**config.mk**
```make
export PLATFORM = sky130hd
export DESIGN_NAME = edge_event_logger_flat
export DESIGN_NICKNAME = d
export VERILOG_FILES = /design/src/rtl/edge_event_logger_pkg.sv /design/src/rtl/edge_event_logger_if.sv /design/src/rtl/edge_event_logger_fifo.sv /design/src/rtl/edge_event_logger.sv /design/src/flat_wrapper.sv
export SDC_FILE = /design/constraint.sdc
export NUM_CORES = 1
export LEC_CHECK = 0
export CAP_MARGIN = 0
export CORE_UTILIZATION = 55
export CTS_CLUSTER_DIAMETER = 120
export DETAILED_ROUTE_END_ITERATION = 8
export PLACE_DENSITY = 0.78
export RECOVER_POWER = 25
export SLEW_MARGIN = 40
export SYNTH_ARGS = -nofsm -noshare
export SYNTH_HDL_FRONTEND = slang
export SYNTH_SLANG_ARGS = --single-unit
export TNS_END_PERCENT = 10
```
**constraint.sdc**
```tcl
create_clock -name clk -period 1.76 [get_ports clk]
set_input_delay 0.352 -clock clk [delete_from_list [all_inputs] [get_ports clk]]
set_output_delay 0.352 -clock clk [all_outputs]
set_load 0.01 [all_outputs]
```
**src/rtl/edge_event_logger_pkg.sv**
```systemverilog
// Shared types and constants for the edge event logger.
// event_t shows the {pol, ts} layout at the default timestamp width.
package edge_event_pkg;

    localparam int CNT_W    = 8;
    localparam int TS_W_DEF = 8;

    typedef struct packed {
        logic                pol;
        logic [TS_W_DEF-1:0] ts;
    } event_t;

    // Increment that sticks at all-ones instead of wrapping.
    function automatic logic [CNT_W-1:0] sat_inc(input logic [CNT_W-1:0] c);
        return (&c) ? c : c + 1'b1;
    endfunction

endpackage

```
**src/rtl/edge_event_logger_if.sv**
```systemverilog
// Event stream handshake between the logger and its consumer.
// The master presents the FIFO head; the slave drives ready.
interface edge_event_logger_if #(
    parameter int TS_W = 8
);
    logic            evt_valid;
    logic            evt_ready;
    logic            evt_pol;
    logic [TS_W-1:0] evt_ts;

    modport master (
        output evt_valid,
        output evt_pol,
        output evt_ts,
        input  evt_ready
    );

    modport slave (
        input  evt_valid,
        input  evt_pol,
        input  evt_ts,
        output evt_ready
    );
endinterface

```
**src/rtl/edge_event_logger_fifo.sv**
```systemverilog
// Event FIFO: power-of-two ring buffer with wrap-bit pointers.
// A push while full only lands when a pop frees the head slot.
module event_fifo #(
    parameter int DEPTH = 4,
    parameter int W     = 9
) (
    input  logic         clk,
    input  logic         rst,
    input  logic         push_i,
    input  logic         pop_i,
    input  logic [W-1:0] din_i,
    output logic [W-1:0] dout_o,
    output logic         full_o,
    output logic         empty_o
);
    localparam int AW = $clog2(DEPTH);

    logic [W-1:0] mem_q [DEPTH];
    logic [AW:0]  wr_q;
    logic [AW:0]  rd_q;
    logic         wr_en;
    logic         rd_en;

    assign empty_o = (wr_q == rd_q);
    assign full_o  = (wr_q[AW] != rd_q[AW]) &&
                     (wr_q[AW-1:0] == rd_q[AW-1:0]);
    assign wr_en   = push_i && (!full_o || pop_i);
    assign rd_en   = pop_i && !empty_o;
    assign dout_o  = mem_q[rd_q[AW-1:0]];

    // Pointer advance; reset empties the buffer.
    always_ff @(posedge clk) begin
        if (rst) begin
            wr_q <= '0;
            rd_q <= '0;
        end else begin
            if (wr_en) wr_q <= wr_q + 1'b1;
            if (rd_en) rd_q <= rd_q + 1'b1;
        end
    end

    // Storage write; contents are meaningless until pointed at.
    always_ff @(posedge clk) begin
        if (wr_en) mem_q[wr_q[AW-1:0]] <= din_i;
    end

endmodule

```
**src/rtl/edge_event_logger.sv**
```systemverilog
// Edge event logger: samples sig_in, timestamps each edge into a
// FIFO and keeps saturating rise/fall counts plus a sticky overflow.
module edge_event_logger
    import edge_event_pkg::*;
#(
    parameter int DEPTH = 4,
    parameter int TS_W  = 8
) (
    input  logic                      clk,
    input  logic                      rst,
    input  logic                      sig_in,
    input  logic                      clr,
    edge_event_logger_if.master       evt,
    output logic [CNT_W-1:0]          rise_cnt,
    output logic [CNT_W-1:0]          fall_cnt,
    output logic                      overflow
);
    logic             sig_q;
    logic [TS_W-1:0]  ts_q;
    logic [CNT_W-1:0] rise_q, rise_d;
    logic [CNT_W-1:0] fall_q, fall_d;
    logic             ovf_q, ovf_d;

    logic             rise;
    logic             fall;
    logic             push;
    logic             pop;
    logic             full;
    logic             empty;
    logic [TS_W:0]    din;
    logic [TS_W:0]    dout;

    assign rise = sig_in && !sig_q;
    assign fall = !sig_in && sig_q;
    assign push = rise || fall;
    assign pop  = !empty && evt.evt_ready;
    assign din  = {rise, ts_q};

    event_fifo #(
        .DEPTH (DEPTH),
        .W     (TS_W + 1)
    ) u_fifo (
        .clk     (clk),
        .rst     (rst),
        .push_i  (push),
        .pop_i   (pop),
        .din_i   (din),
        .dout_o  (dout),
        .full_o  (full),
        .empty_o (empty)
    );

    assign evt.evt_valid = !empty;
    assign evt.evt_pol   = dout[TS_W];
    assign evt.evt_ts    = dout[TS_W-1:0];

    assign rise_cnt = rise_q;
    assign fall_cnt = fall_q;
    assign overflow = ovf_q;

    // Next-state for counters and overflow; clr beats increments.
    always_comb begin
        rise_d = rise_q;
        fall_d = fall_q;
        ovf_d  = ovf_q;
        if (clr) begin
            rise_d = '0;
            fall_d = '0;
            ovf_d  = 1'b0;
        end else begin
            if (rise) rise_d = sat_inc(rise_q);
            if (fall) fall_d = sat_inc(fall_q);
            if (push && full && !pop) ovf_d = 1'b1;
        end
    end

    // Sample input, run the timestamp and commit status registers.
    always_ff @(posedge clk) begin
        if (rst) begin
            sig_q  <= 1'b0;
            ts_q   <= '0;
            rise_q <= '0;
            fall_q <= '0;
            ovf_q  <= 1'b0;
        end else begin
            sig_q  <= sig_in;
            ts_q   <= ts_q + 1'b1;
            rise_q <= rise_d;
            fall_q <= fall_d;
            ovf_q  <= ovf_d;
        end
    end

endmodule

```
**src/flat_wrapper.sv**
```systemverilog
// flat-port wrapper written by rule: the top's interface ports become plain ports
module edge_event_logger_flat import edge_event_pkg::*;
#(
    parameter int DEPTH = 4,
    parameter int TS_W  = 8
)
  (clk, rst, sig_in, clr, rise_cnt, fall_cnt, overflow, evt_evt_valid, evt_evt_pol, evt_evt_ts, evt_evt_ready);
  edge_event_logger_if #(.TS_W(TS_W)) evt_i ();
  input  logic clk;
  input  logic rst;
  input  logic sig_in;
  input  logic clr;
  output logic [CNT_W-1:0] rise_cnt;
  output logic [CNT_W-1:0] fall_cnt;
  output logic overflow;
  output wire logic [$bits(evt_i.evt_valid)-1:0] evt_evt_valid;
  output wire logic [$bits(evt_i.evt_pol)-1:0] evt_evt_pol;
  output wire logic [$bits(evt_i.evt_ts)-1:0] evt_evt_ts;
  input wire logic [$bits(evt_i.evt_ready)-1:0] evt_evt_ready;
  assign evt_evt_valid = evt_i.evt_valid;
  assign evt_evt_pol = evt_i.evt_pol;
  assign evt_evt_ts = evt_i.evt_ts;
  assign evt_i.evt_ready = evt_evt_ready;
  edge_event_logger #(.DEPTH(DEPTH), .TS_W(TS_W)) u_core (.clk(clk), .rst(rst), .sig_in(sig_in), .clr(clr), .evt(evt_i), .rise_cnt(rise_cnt), .fall_cnt(fall_cnt), .overflow(overflow));
endmodule
```
## Yosys cells after proc, flatten, opt, wreduce, memory -nomap -nowiden

Memories as Yosys holds them, arrays and structs flattened. A register that Yosys moved wholly into a read port is not among the register bits.
Index checks and enable logic that the tools add are counted.

- Flip-flop bits (word level): 32
- Bits in writable memories: 36
- Output and inout port bits: 27
- Logic and storage cells: 42
- Memories kept: 1

Memory list:

| memory | words | bits a word | rd ports | clocked after memory_dff | write ports | line | text |
|---|---|---|---|---|---|---|---|
| u_core.u_fifo.mem_q | 4 | 9 | 1 | 1 | 1 | edge_event_logger_fifo.sv:18 | `logic [W-1:0] mem_q [DEPTH];` |

- $add $sub $neg: 5
- Equal/unequal tests: 3
- Muxes and demuxes: 4
- Bitwise operators: 2
- Reduce and logical (&&, ||, !) cells: 20

Operators by type and width:

| cell | count |
|---|---|
| 8-bit by 1-bit adder with 8-bit output (second input constant) | 3 |
| 8-bit AND reduction | 2 |
| 1-bit logical AND | 8 |
| 3-bit by 1-bit adder with 3-bit output (second input constant) | 2 |
| 1-bit logical NOT | 5 |
| 2-bit two-way mux | 2 |
| 2-bit AND reduction | 2 |
| 3-bit == test | 1 |
| 2-bit == test | 1 |
| 1-bit logical OR | 2 |
| 1-bit two-way mux | 2 |
| 1-bit inverter | 2 |
| 2-bit OR reduction | 1 |
| 1-bit inequality test | 1 |

## Longest topological paths before layout

Gate-level depths: netlist (run 1).

- Word-level depth: 7
- Depth in mapped cells: 6

## By module

A second synthesis (run 1) with hierarchy kept.

- Cell total of the unflattened synthesis: 243
- Area total of the unflattened synthesis: 3,093.0 um^2

Modules (own cells, without submodules):

| module | times used | cells each | area an instance (um^2) |
|---|---|---|---|
| event_fifo | 1 | 102 | 1,841.8 |
| edge_event_logger | 1 | 141 | 1,251.2 |

## Worst setup path after synthesis (run 1)

No wires, ideal clock.

- Path kind: input to register
- Start point: input port sig_in
- End point: memory u_core.u_fifo.mem_q[0][0] (enable)
- Library setup time: 0.337 ns
- Data arrival time: 1.306 ns
- Data required time: 1.423 ns
- Setup slack: 0.117 ns
- Stages: 4
- Buffers on the path: 0
- Path through: inv_1 ha_1 a41oi_4 and2_1

- Cells in the longest elaborated chain, start to end: 6
- Elaborated cells between the ends (all ways): 7

Ends and longest elaborated chain:

| item | line | text |
|---|---|---|
| start: declaration | flat_wrapper.sv:11 | `input logic sig_in;` |
| 1-bit logical NOT | edge_event_logger.sv:34 | `assign fall = !sig_in && sig_q;` |
| 1-bit logical AND | edge_event_logger.sv:34 |  |
| 1-bit logical OR (*) | edge_event_logger.sv:35 | `assign push = rise \|\| fall;` |
| 1-bit logical AND (*) | edge_event_logger_fifo.sv:27 | `assign wr_en = push_i && (!full_o \|\| pop_i);` |
| 1-bit two-way mux (*) | edge_event_logger_fifo.sv:44 | `if (wr_en) mem_q[wr_q[AW-1:0]] <= din_i;` |
| 1-bit two-way mux (implied by the code) (*) | edge_event_logger_fifo.sv:44 |  |
| end: declaration | edge_event_logger_fifo.sv:18 |  |

Mark *: on every way between the ends. The rest lies on a longest branch, timed or not.

==> metrics.md, run 1 <==
| Metric | Value |
|---|---|
| Length in cells of the worst reg-to-reg path | `5` |
| Via count of the routed design | `1857` |
| Proportion of power drawn by flip-flops and latches | `48.8%` |
| Die footprint | `5579 um^2` |
| Skew-Pair Late Insertion Delay | `0.33 ns` |
| Switching power as a share of total power | `25.62%` |
| Total of flip-flops plus latches after synthesis | `70` |
| Max_cap viols | `0` |
| Setup slack of the worst register-to-register path | `0.15 ns` |
| Status | `finished, violations left` |
| Yosys warnings | `0` |
| CTS clk-pin slew, worst paths | `0.07 ns` |
| Worst r2r src | `u_core.u_fifo.rd_q[0]$_SDFFE_PP0P_` |
| Gate count after technology mapping | `220` |
| Number of iterations in the first detailed-routing pass | `4` |
| Hold-critical path depth | `1` |
| Global-route wire length before repair | `8342 um` |
| Clock tree from TritonCTS | `yes` |
| Pin slew with the least headroom to its limit | `0.3913 ns` |
| Core footprint | `5107 um^2` |
| Antenna violations before repair | `0` |
| Hold slack final | `0.4932 ns` |
| Max Clock Skew | `0.009451 ns` |
| P_int | `0.002874 W` |
| Maximum clock frequency | `541.4 MHz` |
| Total net switching power | `0.0009901 W` |
| Inserted Clock Buffers | `9` |
| Remaining routing DRC violations | `0` |
| Buffers on Ports | `31` |
| Half-perimeter wire length of the detailed placement result | `3618 um` |
| Shortest clock period the worst path allows after layout | `1.847 ns` |
| Reg-to-reg critical path endpoint | `u_core.u_fifo.mem_q[1][3]$_DFFE_PP_` |
| Grt peak-use layer | `met2` |
| CP peak stage delay | `0.51 ns` |
| Data required time of the worst path | `1.41 ns` |
| Total grt overflow | `0` |
| Power density over the cells | `1045 nW/um^2` |
| Capturing element type of the critical path | `output pin` |
| Proportion of register bits with asynchronous set or reset after synthesis | `0%` |
| Main flop type after synthesis | `edfxtp_1` |
| Average cell area after synthesis | `13.21 um^2` |
| Final count of pins violating max slew | `0` |
| Fraction of final layout cells with drive strength greater than 1 | `24.29%` |
| Number of DRC markers in iteration 0 | `68` |
| Post-CTS setup buffer count | `0` |
| Slew Limit Headroom | `73.73%` |
| GPL Wtd Cong | `0.7100` |
| Final critical-path share of the clock period | `104.9%` |
| GRT met2 Usage | `36.04%` |
| Cell variety after synth | `41` |
| Crit path DAT | `1.50 ns` |
| Ant. Diodes | `0` |
| Violations in the final reports | `setup timing` |
| Unrepaired setup endpoints after global routing | `true` |
| Leakage power total | `1.381 nW` |
| Final design utilization | `72.37%` |
| Die X-Extent | `74.70 um` |
| Standard-cell rows | `26` |
| EDFF count, synth | `36` |
| Clock Root Buffer | `clkbuf_8` |
| Met3 usage | `4.418%` |
| Starting density of the core | `56.91%` |
| Number of sinks on the clock net | `70` |
| Min-Delay Endpoint | `u_core.overflow$_SDFFE_PP0P_` |
| Final Setup Violations | `9` |
| CP Max Fanout | `5` |
| Maximum number of buffers from clock root to sink | `2` |
| Synth Net Count | `235` |
| Portion of the post-synthesis area used by sequential elements | `60.61%` |
| H-tree depth | `3` |
| Chip Height | `74.70 um` |
| Library cell occupying the most area in the post-synthesis netlist | `edfxtp_1` |
| Pin count of the biggest net entering global routing | `19` |
| Cells traversed along the worst timing path | `buf_12 > mux4_2 > buf_6` |
| Vias in the first global route | `1770` |
| Post-detailed-route count of antenna-violating nets | `0` |
| Post-route worst setup slack | `-0.08705 ns` |
| Crit path max-delay cell type | `mux4_2` |
| Worst hold path startpoint | `u_core.overflow$_SDFFE_PP0P_` |
| Met1 Resource Use GR | `25.22%` |
| Final number of hold-violating endpoints | `0` |
| Nets@finish | `290` |
| Average wire per standard cell | `14.89 um` |
| Aggregate global-route resource usage | `20.96%` |
| Largest voltage drop on the vdd net | `0.5005 mV` |
| Critical path type | `reg2out` |
| Clock group share of total power | `27.6%` |
| Part of the power in combinational logic | `23.6%` |
| Number of top-level pins | `32` |
| Main area contributors after synthesis | `edfxtp_1 (37%), dfxtp_1 (23%), mux4_2 (7.0%)` |
| Area overhead of the layout relative to synthesis | `27.16%` |
| Kind of start point of the critical path | `flop` |
| Post-Place Worst Slack | `-0.3767 ns` |
| Routed Wire Length | `5211 um` |
| Detailed-route vias per instance | `5.306` |
| Fraction of post-synthesis cell area in the top cell type by area | `37.19%` |
| Layout filler cell count | `367` |
| Mapped Area | `2907 um^2` |
| Number of hold buffers added after CTS | `0` |
| HP Class | `reg2reg` |
==> repair_timing <==
action	4_1_cts	5_1_grt
resized for setup	49	12
cloned	1	0
endpoints found under the setup margin	22	50
==> cell usage in the layout (no fill, tap or decap), types with 5 or more instances in the layout <==
master           Yosys  final
buf_12               0      5
buf_4                0     14
buf_6                1      9
clkbuf_8             0      9
clkdlybuf4s50_1      0     21
dfxtp_1             34     28
dfxtp_2              0      5
edfxtp_1            36     36
ha_1                10      9
inv_1                5      5
mux2i_1              5      5
mux4_2               9      9
nand2_1              8      8
nand3_1             13     13
nor2_1              26     26
xnor2_1              6      6
xor2_1              12     12
==> critical path, delay by kind of cell (launching register included) <==
family	cells	cell delay [ns]
buffers and inverters	2	0.27
flip-flops	1	0.39
multiplexers	1	0.51
==> power groups by stage <==
stage	logic [W]	registers [W]	clock network, W
floorplan	0.000447	0.00190	0
finish	0.000912	0.00189	0.00107
CTS	0.000849	0.00189	0.00110
global route	0.00100	0.00190	0.00116
global placement	0.000829	0.00190	0
detailed placement	0.000850	0.00191	0
==> sequential cells by signal, indices dropped and copies added, names as in the netlist, named ones only <==
signal	flops
u_core.fall_cnt	8
u_core.overflow	1
u_core.rise_cnt	8
u_core.sig_q	1
u_core.ts_q	8
u_core.u_fifo.mem_q	36
u_core.u_fifo.rd_q	3
u_core.u_fifo.wr_q	3
==> cell usage after synthesis (2+ instances only) <==
cell type	instances
nor2b_1	2
or4_1	2
nand2_1	8
edfxtp_1	36
or3_1	3
a31oi_1	3
nand4_1	3
and4_1	2
xnor2_1	6
o21ai_0	4
ha_1	10
xor2_1	12
mux2i_1	5
and3_1	4
o21ai_2	2
inv_1	5
buf_2	3
mux4_2	9
o211ai_1	3
nand3_1	13
clkbuf_1	2
and2_1	3
a21oi_1	4
nor2_1	26
dfxtp_1	34
==> cell families (layout without fill, tap and decap cells) <==
logic type | after synthesis | in the layout | synth area share (%)
compound gates | 24 | 24 | 6.415
buf+inv | 12 | 72 | 1.937
fa+ha+maj | 10 | 10 | 4.305
xor+xnor | 18 | 18 | 5.424
simple gates | 72 | 72 | 12.61
mux | 14 | 14 | 8.696
flops | 70 | 70 | 60.61
==> metrics by stage <==
step	power (W)	setup TNS (ns)	cells	cell area (um^2)
final	0.003864	-0.6497	350	3696
after detailed placement	0.002755	-14.75	333	3472
after CTS	0.003838	-0.9151	350	3638
after global routing	0.004058	-1.211	350	3696
after global placement	0.002731	-12.90	333	3472
after floorplan	0.002347	0	220	2907
==> routing by layer <==
metal / vias up / wire length (um)
li1: 927 / -
met1: 889 / 2313
met2: 30 / 2676
met3: 11 / 140
met4: 0 / 80
met5: - / 0
==> area by class of cell <==
| cell class | instances | area (um^2) | area share [%] |
|---|---|---|---|
| clock inverters | 4 | 25.02 | 0.6770 |
| well taps | 70 | 87.58 | 2.370 |
| repair buffers | 51 | 549.3 | 14.86 |
| clock buffers | 12 | 135.1 | 3.656 |
| multi-input cells | 138 | 1109 | 29.99 |
| inverters | 5 | 18.77 | 0.5078 |
| flip-flops and latches | 70 | 1772 | 47.94 |
==> worst max path at each step <==
stage                                                      to  slack [ns]  cells after the start
after floorplan           u_core.u_fifo.mem_q[0][0]$_DFFE_PP_        0.12                      4
after global placement    u_core.u_fifo.mem_q[1][5]$_DFFE_PP_       -0.33                      6
after detailed placement  u_core.u_fifo.mem_q[2][7]$_DFFE_PP_       -0.38                      6
after CTS                                         evt_evt_pol       -0.12                      3
after global routing                            evt_evt_ts[7]       -0.16                      3
final                                           evt_evt_ts[7]       -0.09                      3
Note: power is estimated with default switching activity, not from simulation.
==> run 2, diff against run 1 <==
--- a/config.mk
+++ b/config.mk
@@ -11,6 +11,7 @@
 export DETAILED_ROUTE_END_ITERATION = 8
 export PLACE_DENSITY = 0.78
 export RECOVER_POWER = 25
+export SKIP_CTS_REPAIR_TIMING = 1
 export SLEW_MARGIN = 40
 export SYNTH_ARGS = -nofsm -noshare
 export SYNTH_HDL_FRONTEND = slang
==> metrics.md, run 2 (synthesis results as in run 1) <==
| Metric | Value |
|---|---|
| Total grt overflow | `0` |
| Post-layout instance count excluding filler cells | `349` |
| Part of the power in combinational logic | `20.7%` |
| Inserted Clock Buffers | `9` |
| GPL Wtd Cong | `0.7100` |
| Post-route cell area | `3612 um^2` |
| Maximum number of buffers from clock root to sink | `2` |
| Status | `finished, violations left` |
| Post-DP Area | `3472 um^2` |
| Clock Root Buffer | `clkbuf_8` |
| Most common library cell in the layout ignoring fill and taps | `edfxtp_1` |
| Pin count of the biggest net entering global routing | `19` |
| Crit path DAT | `1.46 ns` |
| Final count of pins violating max slew | `0` |
| Skew-Pair Late Insertion Delay | `0.33 ns` |
| Remaining routing DRC violations | `0` |
| Final number of hold-violating endpoints | `0` |
| Max Clock Skew | `0.008227 ns` |
| Fraction of final layout cells with drive strength greater than 1 | `22.94%` |
| Ant. Diodes | `0` |
| Via count of the routed design | `1864` |
| Post-detailed-route count of antenna-violating nets | `0` |
| Starting density of the core | `56.91%` |
| Final Setup Violations | `9` |
| Number of DRC markers in iteration 0 | `54` |
| Die footprint | `5579 um^2` |
| Vias in the first global route | `1746` |
| Clock group share of total power | `28.7%` |
| Core footprint | `5107 um^2` |
| Switching power as a share of total power | `25.77%` |
| Post-route worst setup slack | `-0.04892 ns` |
| Data required time of the worst path | `1.41 ns` |
| Critical path type | `reg2out` |
| Capturing element type of the critical path | `output pin` |
| Shortest clock period the worst path allows after layout | `1.809 ns` |
| Max_cap viols | `0` |
| Global-route wire length before repair | `8231 um` |
| CTS clk-pin slew, worst paths | `0.07 ns` |
| Pin slew with the least headroom to its limit | `0.3889 ns` |
| Final critical-path share of the clock period | `102.8%` |
| Slew Limit Headroom | `73.89%` |
| Largest register FFs | `36` |
| Maximum clock frequency | `552.8 MHz` |
| Length in cells of the worst reg-to-reg path | `5` |
| Hold slack final | `0.4930 ns` |
| Standard-cell rows | `26` |
| Unrepaired setup endpoints after global routing | `true` |
| Half-perimeter wire length of the detailed placement result | `3618 um` |
| Buffers on Ports | `31` |
| Number of top-level pins | `32` |
| Area overhead of the layout relative to synthesis | `24.28%` |
| Kind of start point of the critical path | `flop` |
| Clock tree from TritonCTS | `yes` |
| CP Max Fanout | `9` |
| Routed Wire Length | `5145 um` |
| Power density over the cells | `1023 nW/um^2` |
| Die X-Extent | `74.70 um` |
| Number of sinks on the clock net | `70` |
| Antenna violations before repair | `0` |
| Leading cell types in the layout, fill and taps excluded | `edfxtp_1 (36), dfxtp_1 (28), nor2_1 (26)` |
| Chip Height | `74.70 um` |
| Average wire per standard cell | `14.74 um` |
| Placed Cells incl. Taps | `333` |
| Nets@finish | `289` |
| Total net switching power | `0.0009526 W` |
| Proportion of power drawn by flip-flops and latches | `50.6%` |
| Leakage power total | `1.359 nW` |
| Hold-critical path depth | `1` |
| H-tree depth | `3` |
| HP Class | `reg2reg` |
| Number of iterations in the first detailed-routing pass | `4` |
| Violations in the final reports | `setup timing` |
| P_int | `0.002743 W` |
| Aggregate global-route resource usage | `20.70%` |
| Detailed-route vias per instance | `5.341` |
| Largest voltage drop on the vdd net | `0.4984 mV` |
## run 2: cell count changes in the layout (fill, tap and decap cells not counted), moves of 2 or more
cell	change
and2_1	+2
clkbuf_2	+9
buf_6	-9
and2_4	-2
## run 2: routing by layer
layer / up-vias / routed length (um) / track usage [%]
met3: 9 / 192 / 4.418
met1: 891 / 2231 / 25.13
met2: 42 / 2656 / 35.24
met5: - / 0 / 0
li1: 922 / - / -
met4: 0 / 65 / 10.06
## run 2: through the flow
step           power, W  setup slack, ns  utilization, %  setup TNS [ns]
6_report       0.003696         -0.04892           70.73         -0.2980
5_1_grt        0.003892          -0.1350           70.73          -1.056
4_1_cts        0.003822          -0.4597           71.12          -4.349
3_5_place_dp   0.002755          -0.3767           67.98          -14.75
3_3_place_gp   0.002731          -0.3308           67.98          -12.90
2_1_floorplan  0.002347           0.1167               -               0
## run 2: final cells by class
cell class / instances / area [um^2]
flip-flops and latches: 70 / 1769
clock inverters: 4 / 25.02
inverters: 5 / 18.77
fillers: 390 / 1495
multi-input cells: 138 / 1104
well taps: 70 / 87.58
clock buffers: 12 / 135.1
repair buffers: 50 / 473.0
## run 2: power groups by stage
stage,registers [W],logic (W),clock network (W)
3_3_place_gp,0.00190,0.000829,0
6_report,0.00187,0.000765,0.00106
5_1_grt,0.00188,0.000852,0.00116
3_5_place_dp,0.00191,0.000850,0
2_1_floorplan,0.00190,0.000447,0
4_1_cts,0.00187,0.000853,0.00110
## run 2: worst max-delay path: stages, from the launching register on
cell	delay (ns)
dfxtp_2	0.34
buf_12	0.14
mux4_2	0.50
clkbuf_2	0.15
## run 2: worst paths after layout
check             slack, ns                               start                                   to
setup / recovery      -0.05                                flop                        evt_evt_ts[6]
setup reg to reg       0.12  u_core.u_fifo.rd_q[0]$_SDFFE_PP0P_  u_core.u_fifo.mem_q[1][3]$_DFFE_PP_
hold / removal         0.49        u_core.overflow$_SDFFE_PP0P_         u_core.overflow$_SDFFE_PP0P_
hold reg to reg        0.49        u_core.overflow$_SDFFE_PP0P_         u_core.overflow$_SDFFE_PP0P_
==> run 3, diff against run 2 <==
--- a/config.mk
+++ b/config.mk
@@ -6,13 +6,14 @@
 export NUM_CORES = 1
 export LEC_CHECK = 0
 export CAP_MARGIN = 0
-export CORE_UTILIZATION = 55
+export CORE_UTILIZATION = 60
 export CTS_CLUSTER_DIAMETER = 120
 export DETAILED_ROUTE_END_ITERATION = 8
-export PLACE_DENSITY = 0.78
+export DONT_BUFFER_PORTS = 1
+export PLACE_DENSITY = 0.76
 export RECOVER_POWER = 25
 export SKIP_CTS_REPAIR_TIMING = 1
-export SLEW_MARGIN = 40
+export SLEW_MARGIN = 25
 export SYNTH_ARGS = -nofsm -noshare
 export SYNTH_HDL_FRONTEND = slang
 export SYNTH_SLANG_ARGS = --single-unit
==> metrics.md, run 3 (synthesis results as in run 1) <==
| Metric | Value |
|---|---|
| Starting density of the core | `64.53%` |
| Routed wire length on met3 | `280 um` |
| Skew-Pair Late Insertion Delay | `0.34 ns` |
| Hold-critical path depth | `1` |
| Nets@finish | `250` |
| Reg-to-reg critical path endpoint | `u_core.fall_cnt[5]$_SDFFE_PP0P_` |
| Buffers on Ports | `0` |
| Cells traversed along the worst timing path | `clkbuf_16 > mux4_2` |
| Aggregate global-route resource usage | `23.69%` |
| Largest voltage drop on the vdd net | `0.9165 mV` |
| Maximum clock frequency | `572.0 MHz` |
| Final Setup Violations | `0` |
| Routed Wire Length | `5631 um` |
| Leakage power total | `1.213 nW` |
| Met1 Wirelength | `2399 um` |
| Post-detailed-route count of antenna-violating nets | `0` |
| Standard-cell rows | `24` |
| Final critical-path share of the clock period | `99.33%` |
| Worst r2r src | `u_core.fall_cnt[0]$_SDFFE_PP0P_` |
| Status | `finished, final reports clean` |
| Die X-Extent | `71.60 um` |
| Setup slack of the worst register-to-register path | `0.10 ns` |
| Max Clock Skew | `0.006887 ns` |
| Ant. Diodes | `0` |
| Dominant delay contributor by cell family on the critical path | `multiplexers` |
| Capturing element type of the critical path | `output pin` |
| Unrepaired setup endpoints after global routing | `true` |
| Number of iterations in the first detailed-routing pass | `4` |
| Number of sinks on the clock net | `70` |
| Crit path buffers/inverters | `1` |
| Leading cell types in the layout, fill and taps excluded | `edfxtp_1 (36), dfxtp_1 (28), nor2_1 (26)` |
| Largest register FFs | `36` |
| Core footprint | `4504 um^2` |
| Half-perimeter wire length of the detailed placement result | `3693 um` |
| Clock tree from TritonCTS | `yes` |
| Fraction of final layout cells with drive strength greater than 1 | `21.67%` |
| CP peak stage delay | `0.54 ns` |
| Length in cells of the worst reg-to-reg path | `5` |
| Final count of pins violating max slew | `0` |
| Shortest clock period the worst path allows after layout | `1.748 ns` |
| Clock Root Buffer | `clkbuf_8` |
| Die footprint | `5127 um^2` |
| Area overhead of the layout relative to synthesis | `13.90%` |
| Kind of start point of the critical path | `flop` |
| Met2 routed WL | `2888 um` |
| Detailed-route vias per instance | `6.130` |
| Slew Limit Headroom | `70.60%` |
| HP Class | `in2reg` |
| Total grt overflow | `0` |
| Max layer used | `met4` |
| Hold slack final | `0.06736 ns` |
| Chip Height | `71.60 um` |
| Antenna violations before repair | `0` |
| Remaining routing DRC violations | `0` |
| CP Max Fanout | `4` |
| Number of top-level pins | `32` |
| Final number of hold-violating endpoints | `0` |
| Via count of the routed design | `1790` |
| Min-Delay Endpoint | `u_core.u_fifo.wr_q[0]$_SDFFE_PP0P_` |
| Pin count of the biggest net entering global routing | `20` |
| Vias in the first global route | `1783` |
| Crit path DAT | `1.40 ns` |
| Crit path max-delay cell type | `mux4_2` |
| Global-route wire length before repair | `8818 um` |
| Average wire per standard cell | `19.28 um` |
| Post-layout total power | `0.003957 W` |
| Maximum number of buffers from clock root to sink | `2` |
| Most common library cell in the layout ignoring fill and taps | `edfxtp_1` |
| CTS clk-pin slew, worst paths | `0.07 ns` |
| Max_cap viols | `0` |
| Number of DRC markers in iteration 0 | `126` |
| Worst hold path startpoint | `rst` |
| H-tree depth | `3` |
| Critical path type | `reg2out` |
| Pin slew with the least headroom to its limit | `0.4394 ns` |
| GPL Wtd Cong | `0.7719` |
| Inserted Clock Buffers | `9` |
| Data required time of the worst path | `1.41 ns` |
| Power density over the cells | `1195 nW/um^2` |
==> run 3: cell types whose count changed in the layout (fill, tap and decap cells not counted), moves of 2 or more <==
cell             change
bufinv_16            +2
clkdlybuf4s50_1     -21
xor2_1               -2
buf_4                -6
xor2_2               +2
buf_12               -4
dfxtp_2              -2
dfxtp_4              +2
clkbuf_1             -3
clkbuf_2             -9
==> run 3: area by class of cell <==
| type | count | area, um^2 |
|---|---|---|
| Sequential cell | 70 | 1774 |
| Fill cell | 302 | 1194 |
| Multi-Input combinational cell | 138 | 1112 |
| Clock buffer | 9 | 123.9 |
| Timing Repair Buffer | 11 | 120.1 |
| Clock inverter | 7 | 96.34 |
| Tap cell | 52 | 65.06 |
| Inverter | 5 | 18.77 |
==> run 3: stage by stage <==
step	cell area [um^2]	utilization [%]	setup TNS (ns)	setup WS, ns	instances
after floorplan	2907	-	0	0.1167	220
after global placement	3029	67.25	0	0.1545	276
after detailed placement	3029	67.25	0	0.1111	276
after CTS	3249	72.14	-0.4925	-0.06788	292
after global routing	3311	73.50	-0.2852	-0.03965	292
final	3311	73.50	0	0.01173	292
==> run 3: routing by layer <==
metal,global-route usage [%],vias to the layer above
met2,36.79,47
met3,9.564,9
met5,0,-
met4,6.536,0
li1,-,841
met1,31.23,893
==> run 3: where the power goes <==
| group | switching (W) | internal (W) |
|---|---|---|
| Combinational | 0.000304 | 0.000324 |
| Sequential | 0.0000877 | 0.00182 |
| Clock | 0.000618 | 0.000799 |
| Total | 0.00101 | 0.00295 |
==> run 3: worst max path at each step <==
stage / startpoint / endpoint / slack [ns] / depth (start not counted)
floorplan: sig_in / u_core.u_fifo.mem_q[0][0]$_DFFE_PP_ / 0.12 / 4
global placement: sig_in / u_core.u_fifo.mem_q[1][4]$_DFFE_PP_ / 0.15 / 5
detailed placement: sig_in / u_core.u_fifo.mem_q[1][4]$_DFFE_PP_ / 0.11 / 5
CTS: flop / evt_evt_ts[0] / -0.07 / 2
global route: flop / evt_evt_ts[0] / -0.04 / 2
finish: flop / evt_evt_ts[3] / 0.01 / 2
==> patch, RTL diff (settings of run 2) <==
Register the output `rise_cnt` once more, cleared by the reset; this adds one clock of latency there. The other outputs are not delayed to match.
--- a/src/rtl/edge_event_logger.sv
+++ b/src/rtl/edge_event_logger.sv
@@ -55,5 +55,11 @@
     assign evt.evt_ts    = dout[TS_W-1:0];
 
-    assign rise_cnt = rise_q;
+    always_ff @(posedge clk) begin
+        if (rst) begin
+            rise_cnt <= '0;
+        end else begin
+            rise_cnt <= rise_q;
+        end
+    end
     assign fall_cnt = fall_q;
     assign overflow = ovf_q;
Behaviour: not the same (Yosys sat finds a counterexample within 4 cycles, from zero or initial values and one cycle with rst high).
==> patch against run 2 <==
The flow still finishes with violations (negative setup slack). Power grew 14%. Synthesized area grew 6.9%. Worst hold slack got worse by 0.0099 ns. Utilization up 3.8 points. Die area rose by 6.7%. Worst setup slack worse by 0.055 ns. Non-clock buffer count grew 7. Wire length increased by 15%. Sequential cell count increased by 8. Critical path depth did not move. Cell area increased by 8.7%. Critical endpoint is now evt_evt_ts[5]. Largest cell class unchanged.
==> patch: results (changes against run 2) <==
* Synth Net Count at 253 (was 235)
* Vias in the first global route at 1997 (was 1746)
* Top post-synthesis cells by count: dfxtp_1, edfxtp_1, nor2_1, nand3_1 (was edfxtp_1, dfxtp_1, nor2_1, nand3_1, xor2_1)
* Critical path arrival at 1.51 ns (was 1.46 ns)
* Placed insts at 358 (was 333)
* Worst vdd ir at 0.680 mV (was 0.498 mV)
* Skew-Pair Late Insertion Delay at 0.35 ns (was 0.33 ns)
* GPL Wtd Cong at 0.846 (was 0.710)
* Failing checks: negative setup slack (unchanged)
* DRT Wirelength at 5920 um (was 5150 um)
* Reg2reg end: u_core.u_fifo.mem_q[1][7] (was u_core.u_fifo.mem_q[1][3])
* Layout cells sized above 1 at 0.246 (was 0.229)
* Final WS setup at -0.104 ns (was -0.0489 ns)
* Net Sw Power at 1.09 mW (was 0.953 mW)
* Initial DRC Count at 205 (was 54)
* Count of different cell masters after synthesis at 40 (was 41)
* Setup violations, final at 10 (was 9)
* Layout net count at 315 (was 289)
* Vias/cell at 5.41 (was 5.34)
* Tightest Pin Transition at 0.412 ns (was 0.389 ns)
* Detail Placement HPWL at 3920 um (was 3620 um)
* Wire per inst at 15.8 um (was 14.7 um)
* Seq/Total Area, Yosys at 0.619 (was 0.606)
* Outcome: finished, violations left (unchanged)
* Post-Route Skew at 0.0131 ns (was 0.00823 ns)
* Crit path max fanout at 4 (was 9)
* Fill cells at 361 (was 390)
* GRT Overall Usage at 0.217 (was 0.207)
==> patch: cell types whose count changed after synthesis, sizes merged, moves of 3 or more <==
cell / delta
dfxtp: +8
nor2b: +8
nand4: +5
buf: -3
mux2i: -3
nand2: -3
nor2: +3
xnor2: +3
==> patch: cell type report <==
class                      count  area (um^2)  area share
clock buffer                   9          124      0.0315
tap                           70         87.6      0.0223
inverter                       6         22.5     0.00573
multi-input combinational    148         1150       0.294
clock inverter                 7         73.8      0.0188
timing repair buffer          57          536       0.136
sequential                    78         1930       0.492
==> patch: how the worst max path moves through the flow <==
stage	from	endpoint	slack, ns	cells after the start
2_1_floorplan	sig_in	u_core.u_fifo.mem_q[0][0]	0.12	4
3_3_place_gp	sig_in	u_core.u_fifo.mem_q[0][3]	-0.33	6
3_5_place_dp	sig_in	u_core.u_fifo.mem_q[0][1]	-0.36	6
4_1_cts	flop	evt_evt_ts[5]	-0.49	3
5_1_grt	flop	evt_evt_ts[5]	-0.14	3
6_report	flop	evt_evt_ts[5]	-0.10	3
==> patch: cell families after synthesis <==
family,count (synthesis),synth area share
and+or+nand+nor,81,0.135
DFF,78,0.619
AOI/OAI and AO/OA,26,0.0608
xor gates and xnor gates,20,0.0588
buffers and inverters,12,0.0149
muxes,11,0.0717
adders and majority gates,10,0.0403
==> patch: critical path, delay by kind of cell, from the launching register on <==
kind	cells	cell delay, ns
flip-flops	1	0.38
buffers and inverters	2	0.29
multiplexers	1	0.50
==> patch: routing by layer <==
metal	GRT usage	share of wire	vias up
met5	0	0	-
met4	0.113	0.018	0
met3	0.0405	0.033	9
met2	0.355	0.50	41
met1	0.274	0.45	974
li1	-	-	1004
==> patch: power groups by stage <==
stage | Combinational, mW | Clock, mW | Sequential (mW)
after floorplan | 0.448 | 0 | 2.09
after global placement | 0.866 | 0 | 2.09
after detailed placement | 0.890 | 0 | 2.09
after CTS | 0.896 | 1.33 | 2.06
after global routing | 0.912 | 1.40 | 2.08
final | 0.837 | 1.31 | 2.07
==> patch: through the flow <==
stage,total power [mW],setup TNS [ns],util,hold slack [ns]
2_1_floorplan,2.53,0,-,0.449
3_5_place_dp,2.98,-14.54,0.708,0.459
5_1_grt,4.39,-1.23,0.745,0.507
4_1_cts,4.28,-4.56,0.745,0.482
3_3_place_gp,2.95,-13.29,0.708,0.468
6_report,4.22,-0.770,0.745,0.483
